===== config.mk =====
export PLATFORM = sky130hd
export DESIGN_NAME = ex_operand_stage_flat
export DESIGN_NICKNAME = d
export VERILOG_FILES = /design/src/rtl/ex_operand_stage_pkg.sv /design/src/rtl/ex_operand_stage_if.sv /design/src/rtl/ex_operand_stage_forwarding_unit.sv /design/src/rtl/ex_operand_stage.sv /design/src/flat_wrapper.sv
export SDC_FILE = /design/constraint.sdc
export NUM_CORES = 1
export LEC_CHECK = 0
export ABC_CLOCK_PERIOD_IN_PS = 3700
export BUFFER_PORTS_ARGS = -buffer_cell sky130_fd_sc_hd__clkbuf_2
export CAP_MARGIN = 20
export CORE_AREA = 3 3 200 143
export DETAILED_ROUTE_END_ITERATION = 12
export DIE_AREA = 0 0 203 146
export PLACE_DENSITY_LB_ADDON = 0.05
export SLEW_MARGIN = 20
export SYNTH_ARGS = -nofsm -noshare
export SYNTH_HDL_FRONTEND = slang
export SYNTH_SLANG_ARGS = --single-unit

===== constraint.sdc =====
create_clock -name clk -period 3.7 [get_ports clk]
set_input_delay 0.185 -clock clk [delete_from_list [all_inputs] [get_ports clk]]
set_output_delay 0.185 -clock clk [all_outputs]
set_load 0.1 [all_outputs]

===== src/rtl/ex_operand_stage_pkg.sv =====
// Shared pipeline definitions: ALU opcodes, forward-select encoding and the
// ID/EX register layout.
package pipeline_pkg;

  localparam int XLEN     = 32;
  localparam int OPC_LEN  = 4;
  localparam int RADDR_W  = 5;

  localparam logic [OPC_LEN-1:0] ALU_AND = 4'b0000;
  localparam logic [OPC_LEN-1:0] ALU_OR  = 4'b0001;
  localparam logic [OPC_LEN-1:0] ALU_ADD = 4'b0010;
  localparam logic [OPC_LEN-1:0] ALU_SLL = 4'b0100;
  localparam logic [OPC_LEN-1:0] ALU_SRL = 4'b0101;
  localparam logic [OPC_LEN-1:0] ALU_SUB = 4'b0110;
  localparam logic [OPC_LEN-1:0] ALU_SRA = 4'b0111;
  localparam logic [OPC_LEN-1:0] ALU_BEQ = 4'b1000;
  localparam logic [OPC_LEN-1:0] ALU_SLT = 4'b1100;

  typedef enum logic [1:0] {
    FWD_REG = 2'd0,
    FWD_MEM = 2'd1,
    FWD_WB  = 2'd2
  } fwd_sel_e;

  typedef struct packed {
    logic               valid;
    logic [XLEN-1:0]    pc;
    logic [XLEN-1:0]    imm;
    logic [XLEN-1:0]    rs1_data;
    logic [XLEN-1:0]    rs2_data;
    logic [RADDR_W-1:0] rs1_addr;
    logic [RADDR_W-1:0] rs2_addr;
    logic [RADDR_W-1:0] rd_addr;
    logic               alu_src;
    logic               a_pc;
    logic [OPC_LEN-1:0] operation;
    logic               reg_write;
    logic               mem_read;
    logic               mem_write;
  } id_ex_t;

endpackage


===== src/rtl/ex_operand_stage_if.sv =====
// ID/EX stage bus: decoded instruction from ID, MEM/WB forward sources,
// pipeline control and the ALU-facing outputs.
interface ex_operand_stage_if #(
  parameter int DATA_WIDTH     = 32,
  parameter int OPCODE_LENGTH  = 4,
  parameter int REG_ADDR_WIDTH = 5
);
  logic                      id_valid;
  logic [DATA_WIDTH-1:0]     id_pc;
  logic [DATA_WIDTH-1:0]     id_imm;
  logic [DATA_WIDTH-1:0]     id_rs1_data;
  logic [DATA_WIDTH-1:0]     id_rs2_data;
  logic [REG_ADDR_WIDTH-1:0] id_rs1_addr;
  logic [REG_ADDR_WIDTH-1:0] id_rs2_addr;
  logic [REG_ADDR_WIDTH-1:0] id_rd_addr;
  logic                      id_alu_src;
  logic                      id_a_pc;
  logic [OPCODE_LENGTH-1:0]  id_operation;
  logic                      id_reg_write;
  logic                      id_mem_read;
  logic                      id_mem_write;
  logic                      stall;
  logic                      flush;
  logic                      mem_reg_write;
  logic [REG_ADDR_WIDTH-1:0] mem_rd_addr;
  logic [DATA_WIDTH-1:0]     mem_result;
  logic                      wb_reg_write;
  logic [REG_ADDR_WIDTH-1:0] wb_rd_addr;
  logic [DATA_WIDTH-1:0]     wb_result;
  logic [DATA_WIDTH-1:0]     SrcA;
  logic [DATA_WIDTH-1:0]     SrcB;
  logic [OPCODE_LENGTH-1:0]  Operation;
  logic                      ex_valid;
  logic                      ex_reg_write;
  logic                      ex_mem_read;
  logic                      ex_mem_write;
  logic [REG_ADDR_WIDTH-1:0] ex_rd_addr;
  logic [DATA_WIDTH-1:0]     ex_store_data;
  logic                      load_use_stall;

  modport master (
    output id_valid, id_pc, id_imm, id_rs1_data, id_rs2_data,
           id_rs1_addr, id_rs2_addr, id_rd_addr, id_alu_src, id_a_pc,
           id_operation, id_reg_write, id_mem_read, id_mem_write,
           stall, flush, mem_reg_write, mem_rd_addr, mem_result,
           wb_reg_write, wb_rd_addr, wb_result,
    input  SrcA, SrcB, Operation, ex_valid, ex_reg_write, ex_mem_read,
           ex_mem_write, ex_rd_addr, ex_store_data, load_use_stall
  );

  modport slave (
    input  id_valid, id_pc, id_imm, id_rs1_data, id_rs2_data,
           id_rs1_addr, id_rs2_addr, id_rd_addr, id_alu_src, id_a_pc,
           id_operation, id_reg_write, id_mem_read, id_mem_write,
           stall, flush, mem_reg_write, mem_rd_addr, mem_result,
           wb_reg_write, wb_rd_addr, wb_result,
    output SrcA, SrcB, Operation, ex_valid, ex_reg_write, ex_mem_read,
           ex_mem_write, ex_rd_addr, ex_store_data, load_use_stall
  );
endinterface


===== src/rtl/ex_operand_stage_forwarding_unit.sv =====
// Per-operand forward select: MEM beats WB, and x0 is never forwarded.
module forwarding_unit
  import pipeline_pkg::*;
#(
  parameter int REG_ADDR_WIDTH = 5
) (
  input  logic [REG_ADDR_WIDTH-1:0] src_addr,
  input  logic                      mem_reg_write,
  input  logic [REG_ADDR_WIDTH-1:0] mem_rd_addr,
  input  logic                      wb_reg_write,
  input  logic [REG_ADDR_WIDTH-1:0] wb_rd_addr,
  output fwd_sel_e                  sel
);

  always_comb begin
    sel = FWD_REG;
    if (mem_reg_write && (mem_rd_addr == src_addr) && (mem_rd_addr != '0))
      sel = FWD_MEM;
    else if (wb_reg_write && (wb_rd_addr == src_addr) && (wb_rd_addr != '0))
      sel = FWD_WB;
  end

endmodule


===== src/rtl/ex_operand_stage.sv =====
// ID/EX pipeline register with MEM/WB operand forwarding and load-use
// stall detection, feeding the ALU.
module ex_operand_stage
  import pipeline_pkg::*;
#(
  parameter int DATA_WIDTH     = 32,
  parameter int OPCODE_LENGTH  = 4,
  parameter int REG_ADDR_WIDTH = 5
) (
  input logic              clk,
  input logic              reset_n,
  ex_operand_stage_if.slave bus
);

  id_ex_t                ex_q;
  id_ex_t                ex_d;
  fwd_sel_e              sel_rs1;
  fwd_sel_e              sel_rs2;
  logic [DATA_WIDTH-1:0] fwd_rs1;
  logic [DATA_WIDTH-1:0] fwd_rs2;

  forwarding_unit #(.REG_ADDR_WIDTH(REG_ADDR_WIDTH)) u_fwd_rs1 (
    .src_addr      (ex_q.rs1_addr),
    .mem_reg_write (bus.mem_reg_write),
    .mem_rd_addr   (bus.mem_rd_addr),
    .wb_reg_write  (bus.wb_reg_write),
    .wb_rd_addr    (bus.wb_rd_addr),
    .sel           (sel_rs1)
  );

  forwarding_unit #(.REG_ADDR_WIDTH(REG_ADDR_WIDTH)) u_fwd_rs2 (
    .src_addr      (ex_q.rs2_addr),
    .mem_reg_write (bus.mem_reg_write),
    .mem_rd_addr   (bus.mem_rd_addr),
    .wb_reg_write  (bus.wb_reg_write),
    .wb_rd_addr    (bus.wb_rd_addr),
    .sel           (sel_rs2)
  );

  always_comb begin
    case (sel_rs1)
      FWD_MEM: fwd_rs1 = bus.mem_result;
      FWD_WB:  fwd_rs1 = bus.wb_result;
      default: fwd_rs1 = ex_q.rs1_data;
    endcase
    case (sel_rs2)
      FWD_MEM: fwd_rs2 = bus.mem_result;
      FWD_WB:  fwd_rs2 = bus.wb_result;
      default: fwd_rs2 = ex_q.rs2_data;
    endcase
  end

  // While stalled, latch the forwarded operands so a producer retiring out
  // of WB during the stall does not take its value with it.
  always_comb begin
    ex_d = ex_q;
    if (bus.flush) begin
      ex_d = '0;
    end else if (bus.stall) begin
      ex_d.rs1_data = fwd_rs1;
      ex_d.rs2_data = fwd_rs2;
    end else begin
      ex_d.valid     = bus.id_valid;
      ex_d.pc        = bus.id_pc;
      ex_d.imm       = bus.id_imm;
      ex_d.rs1_data  = bus.id_rs1_data;
      ex_d.rs2_data  = bus.id_rs2_data;
      ex_d.rs1_addr  = bus.id_rs1_addr;
      ex_d.rs2_addr  = bus.id_rs2_addr;
      ex_d.rd_addr   = bus.id_rd_addr;
      ex_d.alu_src   = bus.id_alu_src;
      ex_d.a_pc      = bus.id_a_pc;
      ex_d.operation = bus.id_operation;
      ex_d.reg_write = bus.id_reg_write;
      ex_d.mem_read  = bus.id_mem_read;
      ex_d.mem_write = bus.id_mem_write;
    end
  end

  always_ff @(posedge clk) begin
    if (!reset_n) ex_q <= '0;
    else          ex_q <= ex_d;
  end

  assign bus.SrcA          = ex_q.a_pc    ? ex_q.pc  : fwd_rs1;
  assign bus.SrcB          = ex_q.alu_src ? ex_q.imm : fwd_rs2;
  assign bus.ex_store_data = fwd_rs2;
  assign bus.Operation     = ex_q.operation;
  assign bus.ex_valid      = ex_q.valid;
  assign bus.ex_reg_write  = ex_q.valid & ex_q.reg_write;
  assign bus.ex_mem_read   = ex_q.valid & ex_q.mem_read;
  assign bus.ex_mem_write  = ex_q.valid & ex_q.mem_write;
  assign bus.ex_rd_addr    = ex_q.rd_addr;

  assign bus.load_use_stall = bus.id_valid & ex_q.valid & ex_q.mem_read &
                              (ex_q.rd_addr != '0) &
                              ((ex_q.rd_addr == bus.id_rs1_addr) |
                               (ex_q.rd_addr == bus.id_rs2_addr));

endmodule


===== src/flat_wrapper.sv =====
// flat-port wrapper written by rule: the top's interface ports become plain ports
module ex_operand_stage_flat import pipeline_pkg::*;
#(
  parameter int DATA_WIDTH     = 32,
  parameter int OPCODE_LENGTH  = 4,
  parameter int REG_ADDR_WIDTH = 5
)
  (clk, reset_n, bus_id_valid, bus_id_pc, bus_id_imm, bus_id_rs1_data, bus_id_rs2_data, bus_id_rs1_addr, bus_id_rs2_addr, bus_id_rd_addr, bus_id_alu_src, bus_id_a_pc, bus_id_operation, bus_id_reg_write, bus_id_mem_read, bus_id_mem_write, bus_stall, bus_flush, bus_mem_reg_write, bus_mem_rd_addr, bus_mem_result, bus_wb_reg_write, bus_wb_rd_addr, bus_wb_result, bus_SrcA, bus_SrcB, bus_Operation, bus_ex_valid, bus_ex_reg_write, bus_ex_mem_read, bus_ex_mem_write, bus_ex_rd_addr, bus_ex_store_data, bus_load_use_stall);
  ex_operand_stage_if #(.DATA_WIDTH(DATA_WIDTH), .OPCODE_LENGTH(OPCODE_LENGTH), .REG_ADDR_WIDTH(REG_ADDR_WIDTH)) bus_i ();
  input logic clk;
  input logic reset_n;
  input wire logic [$bits(bus_i.id_valid)-1:0] bus_id_valid;
  input wire logic [$bits(bus_i.id_pc)-1:0] bus_id_pc;
  input wire logic [$bits(bus_i.id_imm)-1:0] bus_id_imm;
  input wire logic [$bits(bus_i.id_rs1_data)-1:0] bus_id_rs1_data;
  input wire logic [$bits(bus_i.id_rs2_data)-1:0] bus_id_rs2_data;
  input wire logic [$bits(bus_i.id_rs1_addr)-1:0] bus_id_rs1_addr;
  input wire logic [$bits(bus_i.id_rs2_addr)-1:0] bus_id_rs2_addr;
  input wire logic [$bits(bus_i.id_rd_addr)-1:0] bus_id_rd_addr;
  input wire logic [$bits(bus_i.id_alu_src)-1:0] bus_id_alu_src;
  input wire logic [$bits(bus_i.id_a_pc)-1:0] bus_id_a_pc;
  input wire logic [$bits(bus_i.id_operation)-1:0] bus_id_operation;
  input wire logic [$bits(bus_i.id_reg_write)-1:0] bus_id_reg_write;
  input wire logic [$bits(bus_i.id_mem_read)-1:0] bus_id_mem_read;
  input wire logic [$bits(bus_i.id_mem_write)-1:0] bus_id_mem_write;
  input wire logic [$bits(bus_i.stall)-1:0] bus_stall;
  input wire logic [$bits(bus_i.flush)-1:0] bus_flush;
  input wire logic [$bits(bus_i.mem_reg_write)-1:0] bus_mem_reg_write;
  input wire logic [$bits(bus_i.mem_rd_addr)-1:0] bus_mem_rd_addr;
  input wire logic [$bits(bus_i.mem_result)-1:0] bus_mem_result;
  input wire logic [$bits(bus_i.wb_reg_write)-1:0] bus_wb_reg_write;
  input wire logic [$bits(bus_i.wb_rd_addr)-1:0] bus_wb_rd_addr;
  input wire logic [$bits(bus_i.wb_result)-1:0] bus_wb_result;
  output wire logic [$bits(bus_i.SrcA)-1:0] bus_SrcA;
  output wire logic [$bits(bus_i.SrcB)-1:0] bus_SrcB;
  output wire logic [$bits(bus_i.Operation)-1:0] bus_Operation;
  output wire logic [$bits(bus_i.ex_valid)-1:0] bus_ex_valid;
  output wire logic [$bits(bus_i.ex_reg_write)-1:0] bus_ex_reg_write;
  output wire logic [$bits(bus_i.ex_mem_read)-1:0] bus_ex_mem_read;
  output wire logic [$bits(bus_i.ex_mem_write)-1:0] bus_ex_mem_write;
  output wire logic [$bits(bus_i.ex_rd_addr)-1:0] bus_ex_rd_addr;
  output wire logic [$bits(bus_i.ex_store_data)-1:0] bus_ex_store_data;
  output wire logic [$bits(bus_i.load_use_stall)-1:0] bus_load_use_stall;
  assign bus_i.id_valid = bus_id_valid;
  assign bus_i.id_pc = bus_id_pc;
  assign bus_i.id_imm = bus_id_imm;
  assign bus_i.id_rs1_data = bus_id_rs1_data;
  assign bus_i.id_rs2_data = bus_id_rs2_data;
  assign bus_i.id_rs1_addr = bus_id_rs1_addr;
  assign bus_i.id_rs2_addr = bus_id_rs2_addr;
  assign bus_i.id_rd_addr = bus_id_rd_addr;
  assign bus_i.id_alu_src = bus_id_alu_src;
  assign bus_i.id_a_pc = bus_id_a_pc;
  assign bus_i.id_operation = bus_id_operation;
  assign bus_i.id_reg_write = bus_id_reg_write;
  assign bus_i.id_mem_read = bus_id_mem_read;
  assign bus_i.id_mem_write = bus_id_mem_write;
  assign bus_i.stall = bus_stall;
  assign bus_i.flush = bus_flush;
  assign bus_i.mem_reg_write = bus_mem_reg_write;
  assign bus_i.mem_rd_addr = bus_mem_rd_addr;
  assign bus_i.mem_result = bus_mem_result;
  assign bus_i.wb_reg_write = bus_wb_reg_write;
  assign bus_i.wb_rd_addr = bus_wb_rd_addr;
  assign bus_i.wb_result = bus_wb_result;
  assign bus_SrcA = bus_i.SrcA;
  assign bus_SrcB = bus_i.SrcB;
  assign bus_Operation = bus_i.Operation;
  assign bus_ex_valid = bus_i.ex_valid;
  assign bus_ex_reg_write = bus_i.ex_reg_write;
  assign bus_ex_mem_read = bus_i.ex_mem_read;
  assign bus_ex_mem_write = bus_i.ex_mem_write;
  assign bus_ex_rd_addr = bus_i.ex_rd_addr;
  assign bus_ex_store_data = bus_i.ex_store_data;
  assign bus_load_use_stall = bus_i.load_use_stall;
  ex_operand_stage #(.DATA_WIDTH(DATA_WIDTH), .OPCODE_LENGTH(OPCODE_LENGTH), .REG_ADDR_WIDTH(REG_ADDR_WIDTH)) u_core (.clk(clk), .reset_n(reset_n), .bus(bus_i));
endmodule

==> impl_metrics.csv <==
group,metric,value,unit
run_status,status,"complete, no violations",
pwr,p_leak,5.580,nW
route,dr_total_vias,10230,
sta,setup_tns,0,ns
route,top_layer_used,"met5",
setup_path,reg2reg_depth,5,
route,viasPerCell,5.462,
route,met3_length,2859,um
synth,synth-seq-cells,153,
sta,setup_viol,0,
floorplanning,initial_core_util,35.04,%
sta,finalHoldViolCount,0,
clock_tree,post_cts_resized,0,
worst_hold_path,hp-class,"input pin to flip-flop",
synth,synth_warnings,0,
clock_tree,tritoncts,"yes",
route,wl_met2,16810,um
sta,max_freq,313.0,MHz
floorplanning,fp.dieH,146,um
clock_tree,root_buffer,"clkbuf_16",
synth,synth_top_area_share,32.72,%
finish,layout-drive-gt1-share,33.36,%
clock_tree,cts.sink_count,153,
clock_tree,clock_latency,0.44,ns
sta,min_period_over_period,86.34,%
run,maxCapViolations,0,
floorplanning,ios,343,
synth,synthCells,1166,
clock_tree,cts_made_buffers,17,
synth,yosys-top-cells-area,"dfxtp_1 (33%), mux2i_1 (9.7%), nor2_1 (7.5%), a41oi_1 (6.0%), nor3b_1 (5.1%)",
floorplanning,core.rowCount,50,
synth,yosysTopAreaCell,"dfxtp_1",
synth,synth_area,0.009360,mm^2
route,routed_wirelength,40680,um
setup_path,crit_start,"u_core.ex_q[16]",
finish,fin_util,48.90,%
grt,grt_pass1_vias,9868,
pwr,p_int,3.277,mW
synth,synth_ff_type,"dfxtp_1",
setup_path,critical_path_class,"flip-flop to output port",
floorplanning,design.core.area,0.02671,mm^2
placed_design,portBuffers,342,
synth,synth-seq-area-share,32.72,%
grt,antenna_found_initial,1,
placed_design,dp.cells,1763,
grt,grt_max_degree,99,
clock_tree,htree_levels,4,
setup_path,critical_path.endpoint,"bus_SrcB[31]",
pwr,total_power,5.024,mW
setup_path,cp-end-kind,"output port",
pwr,power.density,384.6,mW/mm^2
floorplanning,dieArea,0.02964,mm^2
sta,hold_slack,0.01314,ns
finish,area_growth,39.55,%
setup_path,arrival,3.01,ns
synth,synthesis.nets,1399,
finish,finalNonFillerCells,1873,
route,drc,0,
grt,grt_pass1_wl,61660,um
clock_tree,clk_pin_slew_worst_paths,0.07,ns
pwr,ir_worst_vdd,318.2,uV
grt,grt_usage,26.64,%
synth,postSynthAreaPerCell,8.028,um^2
synth,synth_edf_count,0,
sta,max_slew_margin,34.43,%
clock_tree,cts_setup_buffers,0,
pwr,clkPwrFrac,39.2,%
setup_path,critPathMaxFanout,36,
floorplanning,die_x,203,um
route,antenna_left,0,
synth,async_reset_ff_share,0,%
synth,ys_types,34,
setup_path,crit_path_start_kind,"flip-flop",
clock_tree,clockBufferDepth,2,
setup_path,cp.required,3.51,ns
sta,report.final.slew_viol_count,0,
finish,fin_nets,1728,
route,drtPass1Iterations,5,
pwr,swShare,34.78,%
placed_design,dp_hpwl,28390,um
sta,rsz0062_at_grt,"false",
finish,num-fill-cells,2718,
setup_path,worstReg2RegEnd,"u_core.ex_q[36]",
route,met1Wirelength,20750,um
placed_design,gp_congestion,0.8115,
sta,fin_crit,3.195,ns
sta,clock-skew-final,0.01179,ns
route,wire_per_inst,21.72,um
setup_path,reg2reg_setup_slack,1.26,ns
sta,worst_pin_slew,0.9835,ns
pwr,seq_power_share,34.8,%
route,drt_iter0_markers,776,
pwr,comb_power_share,26.0,%
pwr,power_switching,1.747,mW
grt,gr-total-overflow,0,
setup_path,crit-reg2reg-launch,"u_core.ex_q[16]",
layout make-up:
type / count / area [um^2] / area share, %
repair buffers: 443 / 2798 / 21.42
inverters: 33 / 123.9 / 0.9483
flip-flops and latches: 153 / 3070 / 23.51
clock inverters: 10 / 166.4 / 1.274
multi-input cells: 847 / 5971 / 45.71
clock buffers: 22 / 475.5 / 3.640
well taps: 364 / 455.4 / 3.487
diodes: 1 / 2.502 / 0.01916
worst min-delay path by stage:
| stage | startpoint | end | slack [ns] | depth (start not counted) |
|---|---|---|---|---|
| 2_1_floorplan | bus_id_operation[0] | u_core.bus.Operation[0] | 0.33 | 2 |
| 3_3_place_gp | bus_id_rd_addr[4] | u_core.bus.ex_rd_addr[4] | 0.42 | 3 |
| 3_5_place_dp | bus_id_imm[3] | u_core.ex_q[91] | 0.42 | 3 |
| 4_1_cts | bus_id_imm[20] | u_core.ex_q[108] | 0.001 | 3 |
| 5_1_grt | bus_id_imm[20] | u_core.ex_q[108] | 0.02 | 3 |
| 6_report | bus_id_pc[30] | u_core.ex_q[150] | 0.01 | 3 |
stage by stage:
step,instance area [um^2],setup WS [ns]
2_1_floorplan,9674,0.02764
3_3_place_gp,11650,0.8897
3_5_place_dp,11650,0.8947
4_1_cts,13060,0.4819
5_1_grt,13060,0.2793
6_report,13060,0.5054
state kept, by name, indices dropped and copies added (netlist names):
register	count
u_core.ex_q	143
u_core.bus.ex_valid	1
u_core.bus.Operation	4
u_core.bus.ex_rd_addr	5
power by group through the flow:
stage	sequential, mW	clock [mW]	combinational, mW
after detailed placement	1.79	0	1.23
after floorplan	1.76	0	0.879
final	1.75	1.97	1.30
after global placement	1.79	0	1.23
after CTS	1.75	2.00	1.30
after global routing	1.76	2.07	1.38
synth_stat cells, types with 2 or more instances:
| cell | n |
|---|---|
| a211oi_1 | 6 |
| a211oi_2 | 28 |
| a21oi_1 | 33 |
| a221oi_1 | 32 |
| a22oi_1 | 30 |
| a31oi_1 | 32 |
| a41oi_1 | 64 |
| and2_1 | 5 |
| and3_1 | 33 |
| and4_1 | 2 |
| buf_1 | 9 |
| buf_2 | 20 |
| buf_4 | 9 |
| buf_6 | 4 |
| clkbuf_1 | 91 |
| dfxtp_1 | 153 |
| inv_1 | 33 |
| mux2i_1 | 91 |
| nand2_1 | 66 |
| nand3_1 | 4 |
| nor2_1 | 187 |
| nor3_1 | 4 |
| nor3b_1 | 64 |
| o21ai_0 | 64 |
| o31ai_1 | 64 |
| or4_1 | 2 |
| xnor2_1 | 10 |
| xor2_1 | 20 |
layout by cell type (no fill, tap or decap), types with 2 or more instances in the layout:
cell	Yosys	final
xnor2_1	10	10
and4_1	2	2
xor2_1	20	20
mux2i_1	91	91
and3_1	33	32
a22oi_1	30	30
a211oi_2	28	28
a31oi_1	32	32
dlygate4sd3_1	0	77
clkbuf_16	0	18
nand3_1	4	2
clkbuf_2	0	326
nor2_4	0	2
or4_1	2	2
nand2_2	0	2
dfxtp_1	153	151
and2_1	5	3
a21oi_1	33	32
nand2_1	66	64
dfxtp_4	0	2
nor3b_1	64	64
a41oi_1	64	64
nor3_1	4	2
nor3_2	0	2
bufinv_16	0	4
nor2_1	187	185
nand3_2	1	3
o31ai_2	0	62
o21ai_0	64	64
clkbuf_1	91	3
inv_1	33	33
o31ai_1	64	2
a221oi_1	32	32
a211oi_1	6	6
buf_12	0	7
buf_4	9	32
clkinvlp_4	0	5
kinds of logic after synthesis:
group / share of synthesized area, %
buffers and inverters: 7.606
AO/OA/AOI/OAI: 28.23
AND/OR/NAND/NOR: 18.90
XOR/XNOR: 2.807
multiplexers: 9.731
flip-flops: 32.72
critical path, stage by stage, from the launching register on:
cell and delay [ns]:
dfxtp_1 0.36, xor2_1 0.18, a211oi_1 0.42, and2_4 0.24, buf_4 0.42, a211oi_1 0.16
o31ai_2 0.27, clkbuf_2 0.50
what timing repair did:
action / in CTS / in global routing
hold buffers: 77 / 0
endpoints found under the hold margin: 77 / 0
endpoints found under the setup margin: 0 / 0
layer usage:
metal / track usage (%) / up-vias
li1: - / 4948
met1: 40.97 / 4924
met2: 37.86 / 336
met3: 6.595 / 20
met4: 4.050 / 2
met5: 0 / -
(Power assumes the default switching activity.)
